<file path="src/rtl/alu_operand_stage_pkg.sv">
// Shared definitions for the SAP-1 operand/result stage.
//   WIDTH_DEF : default datapath width of A, B, the W-bus and the adder operands
//   state_t   : sequencing states for one ADD/SUB operation
package alu_operand_stage_pkg;

  localparam int WIDTH_DEF = 4;

  typedef enum logic [1:0] {
    ST_IDLE   = 2'd0,
    ST_SETTLE = 2'd1,
    ST_WRITE  = 2'd2,
    ST_DONE   = 2'd3
  } state_t;

endpackage

</file>
<file path="src/rtl/load_register.sv">
// Parallel-load register with synchronous clear.
//   clk  : rising-edge clock
//   rst  : synchronous active-high clear (q <= 0)
//   load : capture d at the next edge
//   d    : data in
//   q    : registered data out
module load_register
  import alu_operand_stage_pkg::*;
#(
  parameter int WIDTH = WIDTH_DEF
) (
  input  logic             clk,
  input  logic             rst,
  input  logic             load,
  input  logic [WIDTH-1:0] d,
  output logic [WIDTH-1:0] q
);

  always_ff @(posedge clk) begin
    if (rst) begin
      q <= '0;
    end else if (load) begin
      q <= d;
    end
  end

endmodule

</file>
<file path="src/rtl/alu_operand_stage.sv">
// Operand and result stage in front of the external 4-bit adder-subtracter.
// Holds accumulator A and operand B, presents them with the latched op to the
// adder, and writes the adder's sum back into A with carry/zero flags.
//   clk, rst             : clock, synchronous active-high reset
//   bus_in               : W-bus value (source for A loads and B capture)
//   la                   : load A from bus_in (honoured in IDLE only)
//   ea                   : drive A onto the bus (honoured in every state)
//   start, op_sub        : begin ADD (op_sub=0) or SUB (op_sub=1); B captured from bus_in
//   alu_sum, alu_carry   : results returned by the adder-subtracter
//   alu_a, alu_b, alu_sub: operands and op presented to the adder-subtracter
//   bus_out, bus_drive   : A value and its bus enable (tri-state lives at top level)
//   carry_flag, zero_flag: flags latched at writeback
//   busy, done           : busy in SETTLE/WRITE/DONE, done pulses for one cycle in DONE
module alu_operand_stage
  import alu_operand_stage_pkg::*;
#(
  parameter int WIDTH = WIDTH_DEF
) (
  input  logic             clk,
  input  logic             rst,
  input  logic [WIDTH-1:0] bus_in,
  input  logic             la,
  input  logic             ea,
  input  logic             start,
  input  logic             op_sub,
  input  logic [WIDTH-1:0] alu_sum,
  input  logic             alu_carry,
  output logic [WIDTH-1:0] alu_a,
  output logic [WIDTH-1:0] alu_b,
  output logic             alu_sub,
  output logic [WIDTH-1:0] bus_out,
  output logic             bus_drive,
  output logic             carry_flag,
  output logic             zero_flag,
  output logic             busy,
  output logic             done
);

  state_t           state;
  logic             op_q;
  logic             carry_q;
  logic             zero_q;
  logic             busy_q;
  logic             done_q;
  logic             idle;
  logic             a_load;
  logic             b_load;
  logic [WIDTH-1:0] a_d;
  logic [WIDTH-1:0] a_q;
  logic [WIDTH-1:0] b_q;

  function automatic logic is_zero(input logic [WIDTH-1:0] v);
    return (v == '0);
  endfunction

  assign idle   = (state == ST_IDLE);
  // start wins over la in the same IDLE cycle; both are ignored while busy.
  assign b_load = idle && start;
  assign a_load = (idle && !start && la) || (state == ST_WRITE);
  assign a_d    = (state == ST_WRITE) ? alu_sum : bus_in;

  load_register #(.WIDTH(WIDTH)) u_reg_a (
    .clk  (clk),
    .rst  (rst),
    .load (a_load),
    .d    (a_d),
    .q    (a_q)
  );

  load_register #(.WIDTH(WIDTH)) u_reg_b (
    .clk  (clk),
    .rst  (rst),
    .load (b_load),
    .d    (bus_in),
    .q    (b_q)
  );

  // Sequencer: busy/done are registered alongside the state so they change
  // exactly on the state transitions.
  always_ff @(posedge clk) begin
    if (rst) begin
      state   <= ST_IDLE;
      op_q    <= 1'b0;
      carry_q <= 1'b0;
      zero_q  <= 1'b0;
      busy_q  <= 1'b0;
      done_q  <= 1'b0;
    end else begin
      case (state)
        ST_IDLE: begin
          if (start) begin
            op_q   <= op_sub;
            busy_q <= 1'b1;
            state  <= ST_SETTLE;
          end
        end
        ST_SETTLE: begin
          state <= ST_WRITE;
        end
        ST_WRITE: begin
          carry_q <= alu_carry;
          zero_q  <= is_zero(alu_sum);
          done_q  <= 1'b1;
          state   <= ST_DONE;
        end
        ST_DONE: begin
          busy_q <= 1'b0;
          done_q <= 1'b0;
          state  <= ST_IDLE;
        end
        default: begin
          busy_q <= 1'b0;
          done_q <= 1'b0;
          state  <= ST_IDLE;
        end
      endcase
    end
  end

  assign alu_a      = a_q;
  assign alu_b      = b_q;
  assign alu_sub    = op_q;
  assign bus_out    = a_q;
  assign bus_drive  = ea;
  assign carry_flag = carry_q;
  assign zero_flag  = zero_q;
  assign busy       = busy_q;
  assign done       = done_q;

endmodule

</file>
<file path="config.mk">
export PLATFORM = sky130hd
export DESIGN_NAME = alu_operand_stage
export DESIGN_NICKNAME = d
export VERILOG_FILES = /design/src/rtl/alu_operand_stage_pkg.sv /design/src/rtl/load_register.sv /design/src/rtl/alu_operand_stage.sv
export SDC_FILE = /design/constraint.sdc
export NUM_CORES = 1
export LEC_CHECK = 0
export CAP_MARGIN = 20
export CORE_MARGIN = 2
export CORE_UTILIZATION = 40
export CTS_BUF_LIST = sky130_fd_sc_hd__clkbuf_4
export DETAILED_ROUTE_END_ITERATION = 10
export GPL_ROUTABILITY_DRIVEN = 0
export PLACE_DENSITY_LB_ADDON = 0.2
export SYNTH_ARGS = -nofsm -noshare
export SYNTH_HDL_FRONTEND = slang
export SYNTH_HIERARCHICAL = 1
export SYNTH_SLANG_ARGS = --single-unit
</file>
<file path="constraint.sdc">
create_clock -name clk -period 1.65 [get_ports clk]
set_input_delay 0.4125 -clock clk [delete_from_list [all_inputs] [get_ports clk]]
set_output_delay 0.4125 -clock clk [all_outputs]
set_load 0.02 [all_outputs]
</file>
==> results.py, run 1 <==
metrics = {
    "synthesis": {
        "synth_edf_count": 0,
        "synth_top_cell_area_share_pct": 42.1,
        "yosys-top-cells-area": "dfxtp_1 42%, mux2i_1 14%, ha_1 7.0%",
        "synth_top_family_by_area": "multiplexers",
        "synthArstFlopShare_pct": 0,
        "ys_types": 21,
        "synthSimpleGateAreaFrac_pct": 13.7,
        "synthXorXnorAreaFrac_pct": 0,
        "avgSynthCellArea_sq_um": 9.77,
        "synth_nets": 92,
        "yosysWarnings": 6,
        "synth_most_common_cell": "dfxtp_1",
        "muxShareOfSynthArea_pct": 20.4,
        "ys.flop_type": "dfxtp_1",
        "yosysTopAreaCell": "dfxtp_1",
        "synth_fa_ha_area_share_pct": 7.02,
        "synthesis.area_sq_um": 713,
        "synth-seq-area-share_pct": 42.1,
        "ys_ff_latch": 15,
        "synth_commonest_cells": "15 x dfxtp_1, 11 x nor2_1, 10 x mux2i_1, 6 x buf_4",
        "synth_compound_area_share_pct": 6.49,
        "synth_cells": 73,
    },
    "placed_design": {
        "portBuffers": 30,
        "hpwlAfterDp_um": 1170,
        "place_area_sq_mm": 0.00102,
    },
    "worst_hold_path": {
        "hold_class": "reg -> reg",
        "worstHoldPathCells": 2,
    },
    "clocking": {
        "cts_made_buffers": 3,
        "cts_sinks": 15,
        "clk_latency_ps": 280,
        "path_clk_slew_ps": 100,
        "cts_root_buffer": "clkbuf_4",
        "postCtsHoldBufs": 0,
        "cts_tree": "yes",
        "clock_tree.buffer_depth": 2,
        "h-tree-depth": 1,
        "post_cts_buffers": 0,
    },
    "layout": {
        "drive_gt1_share_pct": 11.7,
        "fillerInstances": 157,
        "nets": 123,
        "fin_area_sq_mm": 0.00105,
        "multi_input_area_sq_um": 339,
        "diodes": 0,
        "area_growth_syn_to_layout_pct": 47.5,
        "utilization_pct": 61.6,
        "regArea_sq_um": 300,
    },
    "timing": {
        "slew_headroom_pct": 79.4,
        "fin_crit_sh_pct": 88.5,
        "max_freq_mhz": 685,
        "fin_crit_ps": 1460,
        "fin_worst_skew_ps": 1.90,
        "finalHoldViolCount": 0,
        "worst_pin_slew_ps": 308,
        "drv_slew": 0,
        "rsz0062_at_grt": "no",
        "setup_viol": 0,
    },
    "flow_run": {
        "maxCapViolations": 0,
    },
    "drt": {
        "antenna_left": 0,
        "drc": 0,
        "vias": 585,
        "wirelength_um": 1450,
        "firstDrtPassIters": 3,
        "dr.first_iter.drc_count": 2,
        "wl_per_cell_um": 11.3,
        "via_per_inst": 4.57,
    },
    "setup_path": {
        "path_class": "reg -> reg",
        "reg2reg_depth": 5,
        "arrival_ps": 1640,
        "startpoint_type": "flip-flop",
        "path_max_fanout": 7,
        "ff2ff_setup_slack_ps": 190,
        "crit_path_end_kind": "flip-flop",
        "cp.required_ps": 1830,
    },
    "global_route": {
        "antenna_found_initial": 0,
        "grt_max_degree": 10,
        "grt_usage_pct": 15.2,
        "overflow": 0,
        "grt_pass1_vias": 497,
        "grt_pass1_wl_um": 2220,
    },
    "die": {
        "die_h_um": 46.2,
        "coreArea_sq_mm": 0.00171,
        "dieWidth_um": 46.2,
        "initial_core_util_pct": 41.8,
        "pin_count": 33,
        "dieArea_sq_mm": 0.00214,
        "row_count": 15,
    },
    "power_and_ir_drop": {
        "ir_drop_uv": 825,
        "p_leak_nw": 0.573,
        "total_power_w": 0.00142,
        "powerDensity_mw_per_mm2": 1350,
    },
    "run_status": {
        "status": "completed",
    },
}
state kept, by name, summed over array words and instances (netlist names):
name        flops
u_reg_a/q       4
zero_flag       1
alu_sub         1
carry_flag      1
u_reg_b/q       4
state           2
busy            1
done            1
cells in the final DEF (no fill, tap or decap):
cell type	count
a211o_1	1
a211oi_2	1
a21o_1	1
a21oi_1	2
buf_4	5
clkbuf_4	3
clkdlybuf4s50_1	13
clkinv_2	1
dfxtp_1	15
dlygate4sd2_1	11
dlymetal6s2s_1	6
ha_1	4
inv_1	4
mux2_1	4
mux2i_1	10
nand2_1	4
nand2b_1	1
nand3_1	1
nor2_1	11
nor2b_2	1
nor3_1	1
nor3_2	1
nor4_1	1
o31ai_1	1
metal layers:
| layer | global-route usage [%] | vias to the layer above | wire, um | part of all wire (%) |
|---|---|---|---|---|
| met2 | 23.6 | 17 | 676 | 47 |
| met5 | 0 | - | 0 | 0 |
| met1 | 18.9 | 268 | 665 | 46 |
| li1 | - | 298 | - | - |
| met4 | 8.57 | 0 | 20 | 1.4 |
| met3 | 3.92 | 2 | 89 | 6.1 |
kinds of logic (layout without fill, tap and decap cells):
group / count (synthesis) / in the layout
AND/OR/NAND/NOR: 21 / 21
flip-flops: 15 / 15
multiplexers: 14 / 14
buffers and inverters: 13 / 43
AO/OA/AOI/OAI: 6 / 6
adder cells (fa/ha/maj): 4 / 4
worst paths after layout:
path                            startpoint           end
worst max register to register    state[0]  u_reg_a/q[1]
worst max-delay path              state[0]  u_reg_a/q[1]
worst min register to register     alu_sub       alu_sub
worst min-delay path               alu_sub       alu_sub
area by class of cell:
| type | count | share of cell area [%] |
|---|---|---|
| clock buffer | 3 | 2.14 |
| clock inverter | 1 | 0.476 |
| inverter | 4 | 1.43 |
| multi-input combinational | 45 | 32.2 |
| sequential | 15 | 28.5 |
| tap | 25 | 2.97 |
| timing repair buffer | 35 | 32.2 |
power by group:
group / switching (W) / leakage (nW) / internal, W
sequential: 0.0000499 / 0.123 / 0.000451
combinational: 0.000364 / 0.432 / 0.000337
clock: 0.000125 / 0.0177 / 0.0000899
total: 0.000539 / 0.573 / 0.000877
repair_timing:
item / CTS / global route
endpoints found under the setup margin: 11 / 6
pin swaps: 0 / 0
gates resized for setup: 11 / 6
hold endpoints to repair: 0 / 0
metrics by stage:
| step | worst slack (ps) | setup TNS (ps) | instances | hold WS [ps] |
|---|---|---|---|---|
| final | 189 | 0 | 128 | 459 |
| after global routing | 117 | 0 | 128 | 482 |
| after CTS | 1.10 | 0 | 128 | 462 |
| after detailed placement | -4.78 | -4.78 | 124 | 448 |
| after global placement | 8.61 | 0 | 124 | 445 |
| after floorplan | 205 | 0 | 73 | 465 |
worst max-delay path, cell delays in order, from the launching register on:
cell	delay (ps)
dfxtp_1	330
inv_1	130
ha_1	360
mux2_1	360
mux2i_1	140
nor2_1	50
No activity file was read; power rests on OpenSTA's default activity.
==> inputs of run 2 (changes only) <==
Settings changed: CAP_MARGIN 20 to default.
==> results of run 2 <==
Final layout, timing and power as in run 1 (identical DEF).
